### config.mk
export PLATFORM = sky130hd
export DESIGN_NAME = jk_bank_controller
export DESIGN_NICKNAME = d
export VERILOG_FILES = /design/src/rtl/jk_bank_controller.sv
export SDC_FILE = /design/constraint.sdc
export NUM_CORES = 1
export LEC_CHECK = 0
export ABC_AREA = 1
export CORE_ASPECT_RATIO = 0.6
export CORE_MARGIN = 2
export CORE_UTILIZATION = 30
export DETAILED_ROUTE_END_ITERATION = 16
export GPL_TIMING_DRIVEN = 0
export PLACE_DENSITY = 0.63
export SLEW_MARGIN = 20
export SYNTH_ARGS = -nofsm -noshare
export SYNTH_HDL_FRONTEND = slang
export SYNTH_SLANG_ARGS = --single-unit
export TNS_END_PERCENT = 100
### constraint.sdc
create_clock -name clk -period 2.6 [get_ports clk]
set_clock_uncertainty 0.1 [all_clocks]
set_input_delay 0.52 -clock clk [delete_from_list [all_inputs] [get_ports clk]]
set_output_delay 0.52 -clock clk [all_outputs]
set_load 0.05 [all_outputs]
### src/rtl/jk_bank_controller.sv
// Command sequencer driving a bank of JK flip-flops: load/set/clear/toggle,
// multi-step up/down counting and left rotation via per-cycle J/K drive.

module jk_cell (
    input  logic clk,
    input  logic rst,
    input  logic j,
    input  logic k,
    output logic q
);
    logic q_q;
    logic q_d;

    always_comb begin
        q_d = (j & ~q_q) | (~k & q_q);
    end

    always_ff @(posedge clk or posedge rst) begin
        if (rst) q_q <= 1'b0;
        else     q_q <= q_d;
    end

    assign q = q_q;
endmodule

module jk_bank_controller #(
    parameter int unsigned WIDTH = 4
) (
    input  logic             clk,
    input  logic             rst,
    input  logic             cmd_valid,
    output logic             cmd_ready,
    input  logic [2:0]       cmd_op,
    input  logic [WIDTH-1:0] cmd_arg,
    input  logic [3:0]       cmd_count,
    output logic [WIDTH-1:0] q,
    output logic [WIDTH-1:0] j_out,
    output logic [WIDTH-1:0] k_out,
    output logic             busy,
    output logic             done
);
    localparam int unsigned STEP_W = 4;

    localparam logic [2:0] OP_NOP    = 3'b000;
    localparam logic [2:0] OP_LOAD   = 3'b001;
    localparam logic [2:0] OP_CLEAR  = 3'b010;
    localparam logic [2:0] OP_SET    = 3'b011;
    localparam logic [2:0] OP_TOGGLE = 3'b100;
    localparam logic [2:0] OP_UP     = 3'b101;
    localparam logic [2:0] OP_DOWN   = 3'b110;
    localparam logic [2:0] OP_ROTL   = 3'b111;

    typedef enum logic [1:0] {
        IDLE = 2'd0,
        EXEC = 2'd1,
        DONE = 2'd2
    } state_t;

    state_t              state_q, state_d;
    logic [2:0]          op_q, op_d;
    logic [WIDTH-1:0]    arg_q, arg_d;
    logic [STEP_W-1:0]   steps_q, steps_d;

    logic [WIDTH-1:0]    t_up;
    logic [WIDTH-1:0]    t_dn;
    logic [WIDTH-1:0]    rot;
    logic [WIDTH-1:0]    j_c;
    logic [WIDTH-1:0]    k_c;

    // Carry/borrow chains: a bit toggles when all lower bits are 1 (up) or 0 (down)
    always_comb begin
        t_up    = '0;
        t_dn    = '0;
        t_up[0] = 1'b1;
        t_dn[0] = 1'b1;
        for (int i = 1; i < int'(WIDTH); i++) begin
            t_up[i] = t_up[i-1] & q[i-1];
            t_dn[i] = t_dn[i-1] & ~q[i-1];
        end
        rot = {q[WIDTH-2:0], q[WIDTH-1]};
    end

    always_comb begin
        state_d = state_q;
        op_d    = op_q;
        arg_d   = arg_q;
        steps_d = steps_q;
        j_c     = '0;
        k_c     = '0;

        case (state_q)
            IDLE: begin
                if (cmd_valid) begin
                    state_d = EXEC;
                    op_d    = cmd_op;
                    arg_d   = cmd_arg;
                    // Only 101..111 take a step count; everything else is a single step
                    if (cmd_op[2] && (cmd_op[1] || cmd_op[0])) steps_d = cmd_count;
                    else                                       steps_d = STEP_W'(1);
                end
            end
            EXEC: begin
                if (steps_q != '0) begin
                    case (op_q)
                        OP_NOP:    begin j_c = '0;     k_c = '0;     end
                        OP_LOAD:   begin j_c = arg_q;  k_c = ~arg_q; end
                        OP_CLEAR:  begin j_c = '0;     k_c = arg_q;  end
                        OP_SET:    begin j_c = arg_q;  k_c = '0;     end
                        OP_TOGGLE: begin j_c = arg_q;  k_c = arg_q;  end
                        OP_UP:     begin j_c = t_up;   k_c = t_up;   end
                        OP_DOWN:   begin j_c = t_dn;   k_c = t_dn;   end
                        OP_ROTL:   begin j_c = rot;    k_c = ~rot;   end
                        default:   begin j_c = '0;     k_c = '0;     end
                    endcase
                end
                if (steps_q <= STEP_W'(1)) state_d = DONE;
                else                       steps_d = steps_q - STEP_W'(1);
            end
            DONE: begin
                state_d = IDLE;
            end
            default: begin
                state_d = IDLE;
            end
        endcase
    end

    always_ff @(posedge clk or posedge rst) begin
        if (rst) begin
            state_q <= IDLE;
            op_q    <= '0;
            arg_q   <= '0;
            steps_q <= '0;
        end else begin
            state_q <= state_d;
            op_q    <= op_d;
            arg_q   <= arg_d;
            steps_q <= steps_d;
        end
    end

    for (genvar g = 0; g < int'(WIDTH); g++) begin : g_cell
        jk_cell u_cell (
            .clk (clk),
            .rst (rst),
            .j   (j_c[g]),
            .k   (k_c[g]),
            .q   (q[g])
        );
    end

    assign j_out     = j_c;
    assign k_out     = k_c;
    assign cmd_ready = (state_q == IDLE);
    assign busy      = (state_q == EXEC) || (state_q == DONE);
    assign done      = (state_q == DONE);
endmodule

==> results by group <==
Routing
  • Remaining DRCs: 0
  • Routed via count: 1285
  • First DRT Iteration DRCs: 71
  • Drt total wl: 3.11 mm
  • Routed WL per cell: 10.7 um
  • Pre-antenna DRT Iters: 4
  • Antenna Nets Post-Route: 0
  • Vias per cell: 4.42

Timing
  • Least-Margin Pin Slew: 0.673 ns
  • Final number of setup-violating endpoints: 0
  • RSZ-0062 raised after global routing: yes
  • Max Transition Viols Final: 0
  • Max frequency: 399 MHz
  • Final min period: 2.50 ns
  • Hold Violations, Final: 0
  • Tcrit/Tclk final: 0.963
  • Slew HR: 0.551
  • PnR worst setup slack: 0.0964 ns
  • Setup total negative slack: 0 ns

Critical path
  • R2R Setup Slk: 0.98 ns
  • Critical path launch point type: flip-flop
  • Required time of the critical path: 1.98 ns
  • R2R depth: 6
  • Worst Setup End Kind: output port
  • Worst Setup SP: op_q[2]
  • Worst r2r dst: steps_q[1]
  • Worst Setup EP: j_out[1]
  • Worst Path Arrival: 1.88 ns
  • Critical path class: reg2out
  • RR Startpoint: steps_q[0]
  • CP max FO: 8

Floorplanning
  • Die height: 55.4 um
  • Row Count: 18
  • Die X: 89.7 um
  • CORE AREA: 4170 um2
  • Initial Utilization: 0.317
  • Io pins: 29
  • Die area: 4970 um2

Layout
  • Final core occ: 0.412
  • Antenna fix cells: 0
  • Total Nets Final: 252
  • Post-route cell area: 1720 um2
  • Area Overhead vs Synth: 29.9%
  • Filler instances: 441
  • Finished Layout Cells: 291
  • Ratio of cells with drive above 1 in the final layout: 0.186

Logic synthesis
  • Number of flops mapped to enable cells by yosys: 0
  • Yosys Warn Count: 0
  • Syn Inst Count: 197
  • Most common cell in the synthesized netlist: nand2_1
  • Ys flop type: dfrtp_1
  • Ys async rst share: 1.00
  • Yosys reg bits: 17
  • Yosys top cell area share: 0.322
  • Synth top area cells: dfrtp_1 (32%), nand2_1 (12%), inv_1 (7.7%), nand3_1 (7.2%), nor2_1 (7.1%)
  • Syn Std Cell Area: 1320 um2
  • Top cells by count, synth: nand2_1 (43), inv_1 (27), nor2_1 (25), nand3_1 (19), dfrtp_1 (17)
  • Mean Syn Cell Area: 6.71 um2
  • Synth area leader: dfrtp_1
  • Cell variety after synth: 23
  • Syn Nets: 217
  • Seq/Total Area, Yosys: 0.322

Power and ir drop
  • Pwr Density: 1300 nW/um2
  • Leak pwr: 0.000896 uW
  • Peak VDD IR: 0.722 mV

Clock network
  • Clk sink count: 17
  • H-tree depth: 1
  • Clk slew on worst S/H paths: 0.07 ns
  • CTS tree: done
  • CTS max path bufs: 2
  • Clk_lat worst skew: 0.25 ns
  • CTS Buf Count: 3
  • Root buffer cell: clkbuf_8

Global routing
  • Initial antenna violation count: 0
  • GR Util met3: 0.0382
  • First-pass GRT wire length: 5.38 mm
  • Met2 GRT Util: 0.192
  • GR Overflow Total: 0
  • Vias in the first global route: 1158
  • Most used routing layer: met1
  • GR Util met1: 0.201
  • Largest net degree at the start of global routing: 18
  • Gr usage total: 0.135

Placement
  • Placed inst area: 1680 um2
  • Post-Place Worst Slack: -0.346 ns
  • Routability congestion estimate: 0.925
  • HPWL after DPL: 2.47 mm
  • DP Cell Count: 285
  • # port buffers: 28

Run status
  • Status: completed

Job
  • Max-Cap Viols: 0

Min path
  • Min-delay worst type: reg2reg
==> per-layer routing <==
layer  vias to the layer above  share of wire
met5                         -              0
met4                         0         0.0080
met3                         5          0.061
met2                        42           0.37
met1                       557           0.56
li1                        681              -
==> metrics by stage <==
stage | power (uW) | hold slack, ns
floorplan | 1650 | 0.346
global placement | 2030 | 0.389
detailed placement | 2030 | 0.393
CTS | 2230 | 0.408
global route | 2450 | 0.476
finish | 2240 | 0.400
==> report_power, final <==
part / switching [uW] / total [uW] / internal (uW)
registers: 130 / 513 / 383
logic: 986 / 1530 / 543
clock network: 87.8 / 197 / 109
==> critical path, cell delays in order, from the launching register on <==
cell and delay, ns:
dfrtp_1 0.37, buf_6 0.14, nand2_2 0.11, nand2_1 0.07
nor2_2 0.15, inv_2 0.05, o21ai_1 0.21, nand2_1 0.10
nor2_1 0.10, buf_4 0.11, clkbuf_4 0.21
==> worst min path at each step <==
stage          cells after the start  slack [ns]               start                 end
6_report                           2        0.40  g_cell[3].u_cell.q  g_cell[3].u_cell.q
5_1_grt                            2        0.48  g_cell[3].u_cell.q  g_cell[3].u_cell.q
4_1_cts                            2        0.41  g_cell[3].u_cell.q  g_cell[3].u_cell.q
3_5_place_dp                       2        0.39  g_cell[3].u_cell.q  g_cell[3].u_cell.q
3_3_place_gp                       2        0.39  g_cell[3].u_cell.q  g_cell[3].u_cell.q
2_1_floorplan                      1        0.35                 rst            arg_q[0]
==> sequential cells by signal, indices dropped and copies added (netlist names) <==
| name | cells |
|---|---|
| g_cell.u_cell.q | 4 |
| state_q | 2 |
| arg_q | 4 |
| steps_q | 4 |
| op_q | 3 |
==> placed cells by master (no fill, tap or decap), types with 3 or more instances in the layout <==
| cell | n |
|---|---|
| nor2_2 | 3 |
| buf_4 | 15 |
| a21oi_1 | 8 |
| clkbuf_8 | 3 |
| o21ai_0 | 12 |
| dfrtp_1 | 17 |
| ha_1 | 5 |
| nand4_1 | 4 |
| nand3_1 | 19 |
| nor2_1 | 25 |
| inv_2 | 5 |
| clkdlybuf4s50_1 | 20 |
| clkbuf_4 | 3 |
| inv_1 | 27 |
| nand2_1 | 42 |
==> kinds of logic after synthesis <==
group           synth area share
simple gates               0.320
buf+inv                    0.170
compound gates             0.114
flops                      0.322
fa+ha+maj                 0.0568
mux                       0.0170
==> what timing repair did <==
action | in CTS | in global routing
setup buffers | 0 | 2
endpoints found under the setup margin | 8 | 8
resized for setup | 32 | 10
cloned | 0 | 0
hold buffers | 0 | 0
==> cell type report <==
cell class	count	area [um2]	share of cell area
flip-flops and latches	17	425	0.248
inverters	32	120	0.0699
well taps	60	75.1	0.0437
repair buffers	30	265	0.154
multi-input cells	134	682	0.397
clock buffers	4	45.0	0.0262
plain buffers	14	105	0.0612
No activity file was read; power rests on OpenSTA's default activity.
